<file path="config.mk">
export PLATFORM = sky130hd
export DESIGN_NAME = score_keeper_flat
export DESIGN_NICKNAME = d
export VERILOG_FILES = /design/src/rtl/score_keeper_if.sv /design/src/rtl/score_keeper.sv /design/src/flat_wrapper.sv
export SDC_FILE = /design/constraint.sdc
export NUM_CORES = 1
export LEC_CHECK = 0
export CAP_MARGIN = 10
export CORE_MARGIN = 2
export CORE_UTILIZATION = 45
export CTS_CLUSTER_DIAMETER = 80
export DETAILED_ROUTE_END_ITERATION = 7
export PLACE_DENSITY = 0.66
export SYNTH_ARGS = -nofsm -noshare
export SYNTH_HDL_FRONTEND = slang
export SYNTH_SLANG_ARGS = --single-unit
export TNS_END_PERCENT = 100
</file>
<file path="constraint.sdc">
create_clock -name clk -period 6.45 [get_ports clk]
set_input_delay 0.9675 -clock clk [delete_from_list [all_inputs] [get_ports clk]]
set_output_delay 0.9675 -clock clk [all_outputs]
set_load 0.02 [all_outputs]
</file>
<file path="src/rtl/score_keeper_if.sv">
// Connects the score keeper to its controller, the ball stage and the display:
// ball position and start request in, serve reset, scores and overlay flags out.
interface score_keeper_if;
    logic [9:0] ball_x_pos;
    logic       start;
    logic       ball_rst_n;
    logic [3:0] left_score;
    logic [3:0] right_score;
    logic       point_pulse;
    logic       game_over;
    logic       winner;

    modport master (
        output ball_x_pos, start,
        input  ball_rst_n, left_score, right_score, point_pulse, game_over, winner
    );

    modport slave (
        input  ball_x_pos, start,
        output ball_rst_n, left_score, right_score, point_pulse, game_over, winner
    );
endinterface

</file>
<file path="src/rtl/score_keeper.sv">
// Pong score keeper: detects misses past either paddle, keeps scores and re-serves the ball.
// Optional SCORE_KEEPER_AUTO_RESTART_EN restarts the game RESTART_DELAY cycles after game over.
module score_keeper #(
    parameter int LEFT_GOAL_X   = 20,
    parameter int RIGHT_GOAL_X  = 620,
    parameter int WRAP_X        = 960,
    parameter int WIN_SCORE     = 9,
    parameter int SERVE_DELAY   = 25000000,
    parameter int CNT_W         = 26,
    parameter int RESTART_DELAY = 100000000
) (
    input  logic          clk,
    input  logic          reset,
    score_keeper_if.slave bus
);
    typedef enum logic [1:0] {IDLE, SERVE, PLAY, GAME_OVER} state_t;

    // The default restart delay does not fit in CNT_W bits, so the counter widens when needed.
    localparam int RESTART_W = $clog2(RESTART_DELAY);
    localparam int CTR_W     = (CNT_W > RESTART_W) ? CNT_W : RESTART_W;

    localparam logic [CTR_W-1:0] SERVE_LAST = CTR_W'(SERVE_DELAY - 1);
    localparam logic [9:0]       LEFT_X     = 10'(LEFT_GOAL_X);
    localparam logic [9:0]       RIGHT_X    = 10'(RIGHT_GOAL_X);
    localparam logic [9:0]       WRAP_XV    = 10'(WRAP_X);
    localparam logic [3:0]       WIN        = 4'(WIN_SCORE);
`ifdef SCORE_KEEPER_AUTO_RESTART_EN
    localparam logic [CTR_W-1:0] RESTART_LAST = CTR_W'(RESTART_DELAY - 1);
`endif

    state_t           state_q, state_d;
    logic [CTR_W-1:0] counter_q, counter_d;
    logic             armed_q, armed_d;
    logic [3:0]       left_q, left_d;
    logic [3:0]       right_q, right_d;
    logic             pulse_q, pulse_d;
    logic             ball_rst_n_q, ball_rst_n_d;
    logic             game_over_q, game_over_d;
    logic             winner_q, winner_d;
    logic             left_miss, right_miss, centre, restart;

    // Wrapped positions (underflow past 0) count as a left miss.
    assign left_miss  = (bus.ball_x_pos <= LEFT_X) || (bus.ball_x_pos >= WRAP_XV);
    assign right_miss = (bus.ball_x_pos >= RIGHT_X) && (bus.ball_x_pos < WRAP_XV);
    assign centre     = (bus.ball_x_pos > LEFT_X) && (bus.ball_x_pos < RIGHT_X);

    always_ff @(posedge clk) begin
        if (reset) begin
            state_q      <= IDLE;
            counter_q    <= '0;
            armed_q      <= 1'b0;
            left_q       <= 4'd0;
            right_q      <= 4'd0;
            pulse_q      <= 1'b0;
            ball_rst_n_q <= 1'b0;
            game_over_q  <= 1'b0;
            winner_q     <= 1'b0;
        end else begin
            state_q      <= state_d;
            counter_q    <= counter_d;
            armed_q      <= armed_d;
            left_q       <= left_d;
            right_q      <= right_d;
            pulse_q      <= pulse_d;
            ball_rst_n_q <= ball_rst_n_d;
            game_over_q  <= game_over_d;
            winner_q     <= winner_d;
        end
    end

    // Every output is computed here as a next value so that all of them are registered.
    always_comb begin
        state_d      = state_q;
        counter_d    = counter_q;
        armed_d      = armed_q;
        left_d       = left_q;
        right_d      = right_q;
        pulse_d      = 1'b0;
        ball_rst_n_d = 1'b0;
        game_over_d  = game_over_q;
        winner_d     = winner_q;
        restart      = 1'b0;
        case (state_q)
            IDLE: begin
                if (bus.start) begin
                    left_d    = 4'd0;
                    right_d   = 4'd0;
                    counter_d = '0;
                    state_d   = SERVE;
                end
            end
            SERVE: begin
                if (counter_q == SERVE_LAST) begin
                    counter_d    = '0;
                    armed_d      = 1'b0;
                    ball_rst_n_d = 1'b1;
                    state_d      = PLAY;
                end else begin
                    counter_d = counter_q + 1'b1;
                end
            end
            PLAY: begin
                ball_rst_n_d = 1'b1;
                armed_d      = armed_q | centre;
                counter_d    = '0;
                // Arming prevents a ball still sitting in a goal after the serve from scoring again.
                if (armed_q && (left_miss || right_miss)) begin
                    pulse_d      = 1'b1;
                    ball_rst_n_d = 1'b0;
                    state_d      = SERVE;
                    if (left_miss) begin
                        right_d = right_q + 4'd1;
                        if ((right_q + 4'd1) == WIN) begin
                            state_d     = GAME_OVER;
                            game_over_d = 1'b1;
                            winner_d    = 1'b1;
                        end
                    end else begin
                        left_d = left_q + 4'd1;
                        if ((left_q + 4'd1) == WIN) begin
                            state_d     = GAME_OVER;
                            game_over_d = 1'b1;
                            winner_d    = 1'b0;
                        end
                    end
                end
            end
            GAME_OVER: begin
                restart = bus.start;
`ifdef SCORE_KEEPER_AUTO_RESTART_EN
                if (counter_q == RESTART_LAST) begin
                    restart = 1'b1;
                end else begin
                    counter_d = counter_q + 1'b1;
                end
`endif
                if (restart) begin
                    left_d      = 4'd0;
                    right_d     = 4'd0;
                    counter_d   = '0;
                    game_over_d = 1'b0;
                    state_d     = SERVE;
                end
            end
            default: begin
                state_d = IDLE;
            end
        endcase
    end

    assign bus.ball_rst_n  = ball_rst_n_q;
    assign bus.left_score  = left_q;
    assign bus.right_score = right_q;
    assign bus.point_pulse = pulse_q;
    assign bus.game_over   = game_over_q;
    assign bus.winner      = winner_q;
endmodule
</file>
<file path="src/flat_wrapper.sv">
// flat-port wrapper written by rule: the top's interface ports become plain ports
module score_keeper_flat 
#(
    parameter int LEFT_GOAL_X   = 20,
    parameter int RIGHT_GOAL_X  = 620,
    parameter int WRAP_X        = 960,
    parameter int WIN_SCORE     = 9,
    parameter int SERVE_DELAY   = 25000000,
    parameter int CNT_W         = 26,
    parameter int RESTART_DELAY = 100000000
)
  (clk, reset, bus_ball_x_pos, bus_start, bus_ball_rst_n, bus_left_score, bus_right_score, bus_point_pulse, bus_game_over, bus_winner);
  score_keeper_if bus_i ();
  input  logic clk;
  input  logic reset;
  input wire logic [$bits(bus_i.ball_x_pos)-1:0] bus_ball_x_pos;
  input wire logic [$bits(bus_i.start)-1:0] bus_start;
  output wire logic [$bits(bus_i.ball_rst_n)-1:0] bus_ball_rst_n;
  output wire logic [$bits(bus_i.left_score)-1:0] bus_left_score;
  output wire logic [$bits(bus_i.right_score)-1:0] bus_right_score;
  output wire logic [$bits(bus_i.point_pulse)-1:0] bus_point_pulse;
  output wire logic [$bits(bus_i.game_over)-1:0] bus_game_over;
  output wire logic [$bits(bus_i.winner)-1:0] bus_winner;
  assign bus_i.ball_x_pos = bus_ball_x_pos;
  assign bus_i.start = bus_start;
  assign bus_ball_rst_n = bus_i.ball_rst_n;
  assign bus_left_score = bus_i.left_score;
  assign bus_right_score = bus_i.right_score;
  assign bus_point_pulse = bus_i.point_pulse;
  assign bus_game_over = bus_i.game_over;
  assign bus_winner = bus_i.winner;
  score_keeper #(.LEFT_GOAL_X(LEFT_GOAL_X), .RIGHT_GOAL_X(RIGHT_GOAL_X), .WRAP_X(WRAP_X), .WIN_SCORE(WIN_SCORE), .SERVE_DELAY(SERVE_DELAY), .CNT_W(CNT_W), .RESTART_DELAY(RESTART_DELAY)) u_core (.clk(clk), .reset(reset), .bus(bus_i));
endmodule
</file>
==> flow_summary.yaml <==
logic_synthesis:
  synth_common_cells: "46 x nor2_1, 42 x dfxtp_1, 27 x nand2_1, 17 x nand3_1, 16 x a21oi_1"
  synth_edf_count: 0
  synth.top_cells.by_area: "dfxtp_1 37%, nor2_1 7.5%, xnor2_1 5.0%"
  yosysTopAreaCell: "dfxtp_1"
  yosysUniqueCellTypes: 51
  ys_seq_area_share_pct: 36.7
  syn-num-nets: 300
  async_flop_share_pct: 0
  netlist_area_um2: 2290
  yosys.cell_count.top_type: "nor2_1"
  ys.warnings.count: 0
  syn_inst: 278
  yosys_register_bits: 42
  syn_area_per_cell_um2: 8.24
  ys.flop_type: "dfxtp_1"
  netlist.area_leader.share_pct: 36.7
place:
  place_hpwl_um: 3310
  dp_slack_ns: 3.32
  globalplace.congestion: 0.786
  portBuffers: 24
sta:
  rsz0062_at_grt: "no"
  drv_slew: 0
  fmax_mhz: 355
  hold_violations: 0
  fin_crit_sh_pct: 43.7
  fin_crit_ns: 2.82
  setup_viol: 0
  setup_tns_ns: 0
  tightestPinTransition_ns: 0.692
  setup_slack_ns: 3.63
  clock_skew_ns: 0.00990
  relSlewSlack_pct: 53.7
layout:
  area_growth_pct: 16.6
  fillerInstances: 502
  finalNetCount: 325
  antenna_cells: 0
  fin_util_pct: 55.5
  drive_gt1_share_pct: 6.58
critical_path:
  start_kind: "input port"
  cp_max_fo: 9
  worst_setup_path_end_kind: "flip-flop"
  crit_required_ns: 6.62
  worstSetupPathType: "input port to flip-flop"
  cp.arrival_ns: 2.98
floorplan:
  pin_count: 25
  initial_core_util_pct: 47.6
  die_w_um: 75.4
  die_area_um2: 5680
  chipHeight_um: 75.4
  rows: 25
  core_area_um2: 4820
clocking:
  numCtsBuffers: 5
  cts_sinks: 42
  clk_latency_ns: 0.30
  clk_pin_slew_ns: 0.08
  cts_tree: "built"
  clock_path_buffers: 2
  clockRootBuffer: "clkbuf_8"
  cts_htree_levels: 2
  cts_resized: 0
  cts_hold_buf: 0
  postCtsSetupBuffers: 0
global_route:
  grt_pass1_vias: 1775
  grt_pass1_wl_um: 7840
  gr-total-overflow: 0
  antenna_found_initial: 0
  grt_max_degree: 28
  grtUsageTotal_pct: 17.8
power_and_ir_drop:
  clockPowerShare_pct: 30.1
  p_leak_nw: 0.894
  p_seq_share_pct: 46.4
  p_int_mw: 0.403
  p_comb_share_pct: 23.6
  power_density_nw_per_um2: 224
  sw_frac_of_total_pct: 32.5
  p_switching_mw: 0.195
  ir_worst_vdd_mv: 0.152
drt:
  drt_pre_antenna_iters: 4
  vias: 1941
  wl_per_cell_um: 12.0
  ant_nets: 0
  via_per_inst: 5.23
  wl_met1_um: 2110
  dr_wl_met3_um: 154
  top_layer: "met4"
  drc: 0
  met2_length_um: 2120
  finalWirelength_um: 4460
  dr.first_iter.drc_count: 94
flow_run:
  cap_violations: 0
worst_hold_path:
  hp-class: "flip-flop to flip-flop"
status:
  run_status: "completed"
## path summary, 6_finish.rpt
kind | start | end | slack [ns] | depth (start not counted)
worst max-delay path | bus_start | u_core.counter_q[25] | 3.63 | 7
worst min-delay path | u_core.counter_q[1] | u_core.counter_q[1] | 0.48 | 2
worst max register to register | u_core.state_q[0] | u_core.counter_q[25] | 3.93 | 8
worst min register to register | u_core.counter_q[1] | u_core.counter_q[1] | 0.48 | 2
## area by class of cell
cell class | instances | area [µm²] | share of cell area [%]
clock buffers | 7 | 86.3 | 3.23
clock inverters | 1 | 5.00 | 0.187
inverters | 12 | 45.0 | 1.69
multi-input cells | 218 | 1370 | 51.3
flip-flops and latches | 42 | 841 | 31.5
well taps | 67 | 83.8 | 3.14
repair buffers | 24 | 240 | 8.99
## state kept, by name (all words and copies together), names as in the netlist
register	cells
u_core.bus.left_score	4
u_core.bus.game_over	1
u_core.bus.point_pulse	1
u_core.bus.ball_rst_n	1
u_core.bus.right_score	4
u_core.bus.winner	1
u_core.armed_q	1
u_core.counter_q	27
u_core.state_q	2
## layer usage
layer | global-route usage, % | vias up
li1 | - | 1009
met1 | 23.2 | 891
met2 | 29.7 | 33
met3 | 3.57 | 8
met4 | 5.85 | 0
met5 | 0 | -
## through the flow
stage	total power [mW]	cell area, µm²	hold slack, ns	cells
CTS	0.607	2670	0.483	371
global route	0.636	2670	0.504	371
global placement	0.426	2580	0.462	363
finish	0.598	2670	0.477	371
detailed placement	0.425	2580	0.472	363
floorplan	0.392	2290	0.449	278
## power by group through the flow
stage	combinational, mW	sequential (mW)	clock, mW
after CTS	0.142	0.278	0.187
final	0.141	0.277	0.180
after detailed placement	0.141	0.284	0
after floorplan	0.109	0.283	0
after global routing	0.162	0.280	0.194
after global placement	0.142	0.284	0
## layout by cell type, fill, tap and decap left out, types with 2 or more instances in the layout
cell / count
dfxtp_1: 42
clkdlybuf4s50_1: 24
a21oi_1: 16
and3_1: 8
o21ai_1: 2
o22ai_1: 2
nor3_1: 5
a311oi_1: 3
nor2b_1: 3
nor2_1: 46
inv_1: 12
ha_1: 9
clkbuf_8: 6
or4_1: 2
nand3_1: 17
a31oi_1: 3
mux2i_1: 3
nand3b_1: 2
nand2_1: 27
xnor2_1: 13
and2_1: 2
nand2b_1: 4
xor2_1: 12
o21ai_0: 8
or2_2: 2
nand4_1: 6
## logic make-up (layout without fill, tap and decap cells)
group / count (synthesis) / count (layout) / share of synthesized area [%]
AOI/OAI and AO/OA: 44 / 44 / 13.1
xor gates and xnor gates: 25 / 25 / 9.56
adders and majority gates: 9 / 9 / 4.92
buffers and inverters: 18 / 44 / 3.49
DFF: 42 / 42 / 36.7
muxes: 4 / 4 / 1.80
and+or+nand+nor: 136 / 136 / 30.4
## worst max-delay path, cell delays in order
cell and delay (ns):
clkdlybuf4s50_1 0.52, nand2b_1 0.33, nand4_1 0.31, or3_1 0.52, nor2b_1 0.16, xnor2_1 0.13
nor2_1 0.05
No activity file was read; power rests on OpenSTA's default activity.
